<file path="config.mk">
export PLATFORM = sky130hd
export DESIGN_NAME = apb_fifo_bridge_gen_flat
export DESIGN_NICKNAME = d
export VERILOG_FILES = /design/src/rtl/apb_fifo_bridge_gen_if.sv /design/src/rtl/apb_fifo_bridge_gen.sv /design/src/flat_wrapper.sv
export SDC_FILE = /design/constraint.sdc
export NUM_CORES = 1
export LEC_CHECK = 0
export CAP_MARGIN = 20
export CORE_ASPECT_RATIO = 0.7
export CORE_MARGIN = 4
export CORE_UTILIZATION = 48
export CTS_CLUSTER_SIZE = 40
export DETAILED_ROUTE_END_ITERATION = 16
export PLACE_DENSITY_LB_ADDON = 0.08
export SLEW_MARGIN = 20
export SYNTH_ARGS = -nofsm -noshare
export SYNTH_HDL_FRONTEND = slang
export SYNTH_SLANG_ARGS = --single-unit
</file>
<file path="constraint.sdc">
create_clock -name pclk -period 2 [get_ports pclk]
set_input_delay 0.3 -clock pclk [delete_from_list [all_inputs] [get_ports pclk]]
set_output_delay 0.3 -clock pclk [all_outputs]
set_load 0.05 [all_outputs]
</file>
<file path="src/rtl/apb_fifo_bridge_gen_if.sv">
// APB3/APB4 completer-side bus bundle for apb_fifo_bridge_gen.
// The FIFO side stays on plain ports because it belongs to the remote clock domain.
interface apb_fifo_bridge_gen_if #(
   parameter int ADDR_W = 16,
   parameter int DATA_W = 32
);
   logic [ADDR_W-1:0]   paddr;
   logic                psel;
   logic                penable;
   logic                pwrite;
   logic [DATA_W-1:0]   pwdata;
   logic [DATA_W/8-1:0] pstrb;
   logic                pready;
   logic [DATA_W-1:0]   prdata;
   logic                pslverr;

   modport master (
      output paddr, psel, penable, pwrite, pwdata, pstrb,
      input  pready, prdata, pslverr
   );

   modport slave (
      input  paddr, psel, penable, pwrite, pwdata, pstrb,
      output pready, prdata, pslverr
   );
endinterface

</file>
<file path="src/rtl/apb_fifo_bridge_gen.sv">
// APB slave bridging NREG registers across a clock boundary via external async FIFOs:
// writes are byte-merged against a shadow bank and pushed, remote updates drain into the bank.
module apb_fifo_bridge_gen #(
   parameter int              ADDR_W    = 16,
   parameter int              DATA_W    = 32,
   parameter int              NREG      = 4,
   parameter int              TAG_W     = 2,
   parameter int              BASE_ADDR = 1,
   parameter logic [NREG-1:0] RO_MASK   = 4'b0100,
   parameter int              TIMEOUT   = 64
) (
   input  logic                    pclk,
   input  logic                    preset_n,
   apb_fifo_bridge_gen_if.slave    apb,
   input  logic                    fifo_write_full,
   output logic [TAG_W+DATA_W-1:0] fifo_write_data,
   output logic                    fifo_write_inc,
   input  logic                    fifo_read_empty,
   input  logic [TAG_W+DATA_W-1:0] fifo_read_data,
   output logic                    fifo_read_inc,
   output logic [7:0]              drop_cnt
);

   localparam int NBYTE = DATA_W / 8;
   localparam int NSLOT = 1 << TAG_W;
   localparam int CNT_W = $clog2(TIMEOUT + 1);
   localparam logic [NSLOT-1:0] RO_PAD = NSLOT'(RO_MASK);

   typedef enum logic [1:0] {IDLE, WAIT_FULL, DONE} state_t;

   state_t                    state_q, state_d;
   logic [CNT_W-1:0]          wait_q, wait_d;
   logic                      pready_q, pready_d;
   logic                      pslverr_q, pslverr_d;
   logic [DATA_W-1:0]         prdata_q, prdata_d;
   logic                      winc_d;
   logic [TAG_W+DATA_W-1:0]   wdata_d;

   // Slots at or above NREG only exist so any TAG_W-bit index is in range; they stay zero.
   logic [DATA_W-1:0]         shadow [NSLOT];

   logic [ADDR_W-1:0]         idx_full;
   logic                      in_range;
   logic [TAG_W-1:0]          idx;
   logic                      wr_legal;
   logic                      access;
   logic [DATA_W-1:0]         sel_shadow;
   logic [DATA_W-1:0]         merged;
   logic [TAG_W-1:0]          rd_tag;
   logic                      drain_go;

   assign idx_full   = apb.paddr - ADDR_W'(BASE_ADDR);
   assign in_range   = (apb.paddr >= ADDR_W'(BASE_ADDR)) && (idx_full < ADDR_W'(NREG));
   assign idx        = idx_full[TAG_W-1:0];
   assign wr_legal   = in_range && !RO_PAD[idx];
   assign access     = apb.psel && apb.penable && !pready_q;
   assign sel_shadow = shadow[idx];

   always_comb begin
      merged = '0;
      for (int b = 0; b < NBYTE; b++)
         merged[8*b +: 8] = apb.pstrb[b] ? apb.pwdata[8*b +: 8] : sel_shadow[8*b +: 8];
   end

   // NOTE: every output of this block gets a default first so no path leaves a latch behind.
   always_comb begin
      state_d   = state_q;
      wait_d    = wait_q;
      pready_d  = 1'b0;
      pslverr_d = 1'b0;
      prdata_d  = '0;
      winc_d    = 1'b0;
      wdata_d   = fifo_write_data;
      case (state_q)
         IDLE: begin
            if (access) begin
               state_d  = DONE;
               pready_d = 1'b1;
               if (!apb.pwrite) begin
                  if (in_range) prdata_d  = sel_shadow;
                  else          pslverr_d = 1'b1;
               end else if (!wr_legal) begin
                  pslverr_d = 1'b1;
               end else if (fifo_write_full) begin
                  state_d  = WAIT_FULL;
                  pready_d = 1'b0;
                  wait_d   = '0;
               end else begin
                  winc_d  = 1'b1;
                  wdata_d = {idx, merged};
               end
            end
         end
         WAIT_FULL: begin
            if (!fifo_write_full) begin
               state_d  = DONE;
               pready_d = 1'b1;
               winc_d   = 1'b1;
               wdata_d  = {idx, merged};
            end else if (wait_q == CNT_W'(TIMEOUT - 1)) begin
               state_d   = DONE;
               pready_d  = 1'b1;
               pslverr_d = 1'b1;
            end else begin
               wait_d = wait_q + CNT_W'(1);
            end
         end
         DONE:    state_d = IDLE;
         default: state_d = IDLE;
      endcase
   end

   // NOTE: sequential state uses non-blocking assignments so every flop samples pre-edge values.
   always_ff @(posedge pclk or negedge preset_n) begin
      if (!preset_n) begin
         state_q         <= IDLE;
         wait_q          <= '0;
         pready_q        <= 1'b0;
         pslverr_q       <= 1'b0;
         prdata_q        <= '0;
         fifo_write_inc  <= 1'b0;
         fifo_write_data <= '0;
      end else begin
         state_q         <= state_d;
         wait_q          <= wait_d;
         pready_q        <= pready_d;
         pslverr_q       <= pslverr_d;
         prdata_q        <= prdata_d;
         fifo_write_inc  <= winc_d;
         fifo_write_data <= wdata_d;
      end
   end

   assign apb.pready  = pready_q;
   assign apb.pslverr = pslverr_q;
   assign apb.prdata  = prdata_q;

   // An APB access wins over the drain, so a read never sees the bank change under it.
   assign rd_tag   = fifo_read_data[TAG_W+DATA_W-1 -: TAG_W];
   assign drain_go = (state_q == IDLE) && !access && !fifo_read_empty && !fifo_read_inc;

   // NOTE: the shadow bank is reset as flops because reads must return zero before any update.
   always_ff @(posedge pclk or negedge preset_n) begin
      if (!preset_n) begin
         for (int i = 0; i < NSLOT; i++) shadow[i] <= '0;
         fifo_read_inc <= 1'b0;
         drop_cnt      <= '0;
      end else begin
         fifo_read_inc <= drain_go;
         if (drain_go) begin
            if ({1'b0, rd_tag} < (TAG_W+1)'(NREG))
               shadow[rd_tag] <= fifo_read_data[DATA_W-1:0];
            else if (drop_cnt != 8'hFF)
               drop_cnt <= drop_cnt + 8'd1;
         end
      end
   end

endmodule
</file>
<file path="src/flat_wrapper.sv">
// flat-port wrapper written by rule: the top's interface ports become plain ports
module apb_fifo_bridge_gen_flat 
#(
   parameter int              ADDR_W    = 16,
   parameter int              DATA_W    = 32,
   parameter int              NREG      = 4,
   parameter int              TAG_W     = 2,
   parameter int              BASE_ADDR = 1,
   parameter logic [NREG-1:0] RO_MASK   = 4'b0100,
   parameter int              TIMEOUT   = 64
)
  (pclk, preset_n, fifo_write_full, fifo_write_data, fifo_write_inc, fifo_read_empty, fifo_read_data, fifo_read_inc, drop_cnt, apb_paddr, apb_psel, apb_penable, apb_pwrite, apb_pwdata, apb_pstrb, apb_pready, apb_prdata, apb_pslverr);
  apb_fifo_bridge_gen_if #(.ADDR_W(ADDR_W), .DATA_W(DATA_W)) apb_i ();
  input  logic pclk;
  input  logic preset_n;
  input  logic fifo_write_full;
  output logic [TAG_W+DATA_W-1:0] fifo_write_data;
  output logic fifo_write_inc;
  input  logic fifo_read_empty;
  input  logic [TAG_W+DATA_W-1:0] fifo_read_data;
  output logic fifo_read_inc;
  output logic [7:0] drop_cnt;
  input wire logic [$bits(apb_i.paddr)-1:0] apb_paddr;
  input wire logic [$bits(apb_i.psel)-1:0] apb_psel;
  input wire logic [$bits(apb_i.penable)-1:0] apb_penable;
  input wire logic [$bits(apb_i.pwrite)-1:0] apb_pwrite;
  input wire logic [$bits(apb_i.pwdata)-1:0] apb_pwdata;
  input wire logic [$bits(apb_i.pstrb)-1:0] apb_pstrb;
  output wire logic [$bits(apb_i.pready)-1:0] apb_pready;
  output wire logic [$bits(apb_i.prdata)-1:0] apb_prdata;
  output wire logic [$bits(apb_i.pslverr)-1:0] apb_pslverr;
  assign apb_i.paddr = apb_paddr;
  assign apb_i.psel = apb_psel;
  assign apb_i.penable = apb_penable;
  assign apb_i.pwrite = apb_pwrite;
  assign apb_i.pwdata = apb_pwdata;
  assign apb_i.pstrb = apb_pstrb;
  assign apb_pready = apb_i.pready;
  assign apb_prdata = apb_i.prdata;
  assign apb_pslverr = apb_i.pslverr;
  apb_fifo_bridge_gen #(.ADDR_W(ADDR_W), .DATA_W(DATA_W), .NREG(NREG), .TAG_W(TAG_W), .BASE_ADDR(BASE_ADDR), .RO_MASK(RO_MASK), .TIMEOUT(TIMEOUT)) u_core (.pclk(pclk), .preset_n(preset_n), .apb(apb_i), .fifo_write_full(fifo_write_full), .fifo_write_data(fifo_write_data), .fifo_write_inc(fifo_write_inc), .fifo_read_empty(fifo_read_empty), .fifo_read_data(fifo_read_data), .fifo_read_inc(fifo_read_inc), .drop_cnt(drop_cnt));
endmodule
</file>
==> impl_metrics.tcl <==
set metrics [dict create \
    status "finished clean" \
    antenna_left 0 \
    io_buffers 162 \
    hold_slack_ps 301.4 \
    grt.overflow.total 0 \
    fin_skew_ps 13.75 \
    htree_levels 1 \
    fmax_mhz 505.1 \
    drive_gt1_frac 0.4328 \
    peakVddDrop_mv 0.5340 \
    clk-insertion-delay-late_ps 500 \
    synth.area.top_cells "dfrtp_1 (55%), mux2_2 (20%), mux4_2 (7.7%), mux2_4 (4.5%), and2_1 (2.2%)" \
    num-fill-cells 1371 \
    area_growth_pct 36.65 \
    fin_crit_sh 0.9900 \
    syn_inst 612 \
    drt_pass1_iterations 4 \
    pwr-share-clk 0.328 \
    nets 929 \
    clk_pin_slew_ps 60 \
    root_buffer "clkbuf_16" \
    die_area_mm2 0.02180 \
    p_int_mw 8.920 \
    cp-start-kind "primary input" \
    dr.first_iter.drc_count 293 \
    crit_chain "dlygate4sd2_1 -> nor3_2 -> nand3_2 -> o41a_1 -> o221a_4 -> a21boi_4 -> buf_12 -> buf_12 -> mux2_4" \
    yosysMostFrequentCell "dfrtp_1" \
    synth_edf_count 0 \
    grt_pass1_wl_um 36580 \
    synth_top_cell_area_share 0.5542 \
    crit_type "in -> reg" \
    path_max_fanout 8 \
    total_power_mw 12.17 \
    hold_violations 0 \
    powerDensity_mw_per_mm2 953.0 \
    core_mm2 0.01902 \
    synth-main-ff-cell "dfrtp_1" \
    critPathCaptureType "flop" \
    required_ps 2370 \
    netlist_area_mm2 0.009346 \
    critPathMaxStageDelay_ps 420 \
    hold_path_class "in -> reg" \
    synth.distinct_cells 50 \
    place_congestion 0.9033 \
    cts_tree "yes" \
    slew_headroom 0.6214 \
    start_util 0.4913 \
    leakage_nw 6.144 \
    syn_avg_cell_area_um2 15.27 \
    place_hpwl_um 15580 \
    swShare 0.2672 \
    track_usage 0.2087 \
    clock-sinks 207 \
    ios 171 \
    diodes 0 \
    finalCriticalPeriod_ps 1980 \
    drt_wl_total_um 22970 \
    seqPwrFrac 0.449 \
    rsz0062_at_grt "true" \
    crit_path_frequent_cell "buf_12" \
    worstPathArrival_ps 2350 \
    ys_seq_area_frac 0.5542 \
    maxCapViolCount 0 \
    drc 0 \
    worst_pin_slew_ps 568.0 \
    via_count 5936 \
    synthArstFlopShare 1.000 \
    ys_seq_elements 207 \
    synthTopCellsByCount "dfrtp_1 (207), mux2_2 (165), and2_1 (33), mux4_2 (32), mux2_4 (28)" \
    grt_pass1_vias 6527 \
    slowest_stage "o41a_1" \
    cts_buffers 21 \
    fp.dieW_um 174.8 \
    die_h_um 124.8 \
    routed_via_density 5.338 \
    p_switching_mw 3.252 \
    comb_power_share 0.223 \
    fp-row-count 42 \
    grt_max_degree 66 \
    antenna_found_initial 0 \
    ys_warn_count 0 \
    setup_viol 0 \
    yosys.area.top_type "dfrtp_1" \
    cts_buffer_depth 3 \
    wire_per_inst_um 20.66 \
    slew_violations 0 \
]
==> sequential cells by signal, indices dropped and copies added, names as in the netlist <==
name / count
u_core.apb.pready: 1
u_core.state_q: 2
u_core.fifo_read_inc: 1
u_core.wait_q: 7
u_core.apb.prdata: 32
u_core.fifo_write_inc: 1
u_core.fifo_write_data: 34
u_core.shadow: 128
u_core.apb.pslverr: 1
==> cell usage in the layout, fill, tap and decap left out, types with 5 or more instances in the layout <==
master and n:
buf_12 12, conb_1 8, mux2_4 45, nor2_1 8
nand3_1 5, clkbuf_16 22, mux2_2 148, dfrtp_1 206
clkinv_2 6, mux4_2 32, nor4_1 5, buf_4 48
and2_1 33, dlymetal6s2s_1 24, inv_1 11, clkdlybuf4s50_1 118
buf_6 5, nand2_1 12, dlygate4sd2_1 12
==> timing repair <==
| item | 4_1_cts | 5_1_grt |
|---|---|---|
| pin swaps | 14 | 9 |
| gates cloned | 3 | 1 |
| hold buffers | 1 | 0 |
| setup buffers | 8 | 3 |
| endpoints found under the setup margin | 81 | 123 |
| hold endpoints to repair | 59 | 0 |
| gates resized for setup | 36 | 48 |
==> cells by family after synthesis <==
| logic type | Yosys count | synth area share |
|---|---|---|
| multiplexers | 226 | 0.3220 |
| flip-flops | 207 | 0.5542 |
| AND/OR/NAND/NOR | 91 | 0.06011 |
| buffers and inverters | 54 | 0.03159 |
| AO/OA/AOI/OAI | 29 | 0.02677 |
| adder cells (fa/ha/maj) | 3 | 0.004016 |
| other | 1 | 0.0004012 |
| XOR/XNOR | 1 | 0.0009373 |
==> metrics by stage <==
stage,utilization,setup WS (ps),setup TNS (ps),cell area (µm²),cells
floorplan,-,-344.7,-24200,9508,619
CTS,0.6632,0.4818,0,12620,1109
global placement,0.6162,-704.8,-77670,11720,1059
detailed placement,0.6162,-730.4,-78960,11720,1059
global route,0.6714,-29.91,-220.5,12770,1112
finish,0.6714,20.00,0,12770,1112
==> critical path, delay by kind of cell <==
kind            cells  cell delay, ps
compound gates      3             890
buf+inv             3             570
mux                 1             310
simple gates        2             300
==> final cells by class <==
type | instances | area (µm²) | area share
inverter | 14 | 55.05 | 0.004310
tap | 264 | 330.3 | 0.02586
clock buffer | 25 | 570.5 | 0.04467
clock inverter | 13 | 131.4 | 0.01029
timing repair buffer | 231 | 2401 | 0.1880
multi-input combinational | 358 | 4103 | 0.3212
sequential | 207 | 5181 | 0.4057
==> path summary, 6_finish.rpt <==
path,start,to,slack [ps],cells after the start
min in group asynchronous,preset_n,u_core.wait_q[3],390,2
hold reg to reg,u_core.shadow[100],u_core.shadow[100],500,1
hold / removal,apb_paddr[0],u_core.fifo_write_data[32],300,4
max in group asynchronous,preset_n,u_core.apb.prdata[15],970,3
setup / recovery,apb_paddr[7],u_core.fifo_write_data[4],20,9
setup reg to reg,u_core.apb.pready,u_core.shadow[102],80,5
==> layer usage <==
metal,global-route usage,share of wire,vias up
li1,-,-,2661
met1,0.2963,0.46,3069
met2,0.3311,0.46,176
met3,0.05067,0.061,30
met4,0.04340,0.016,0
met5,0,0,-
==> power by group through the flow <==
| stage | clock network (mW) | logic [mW] | registers, mW |
|---|---|---|---|
| 6_report | 3.99 | 2.71 | 5.47 |
| 5_1_grt | 4.26 | 2.90 | 5.55 |
| 4_1_cts | 4.08 | 2.72 | 5.46 |
| 3_5_place_dp | 0 | 2.71 | 5.53 |
| 3_3_place_gp | 0 | 2.60 | 5.44 |
| 2_1_floorplan | 0 | 1.61 | 5.64 |
No activity file was read; power rests on OpenSTA's default activity.
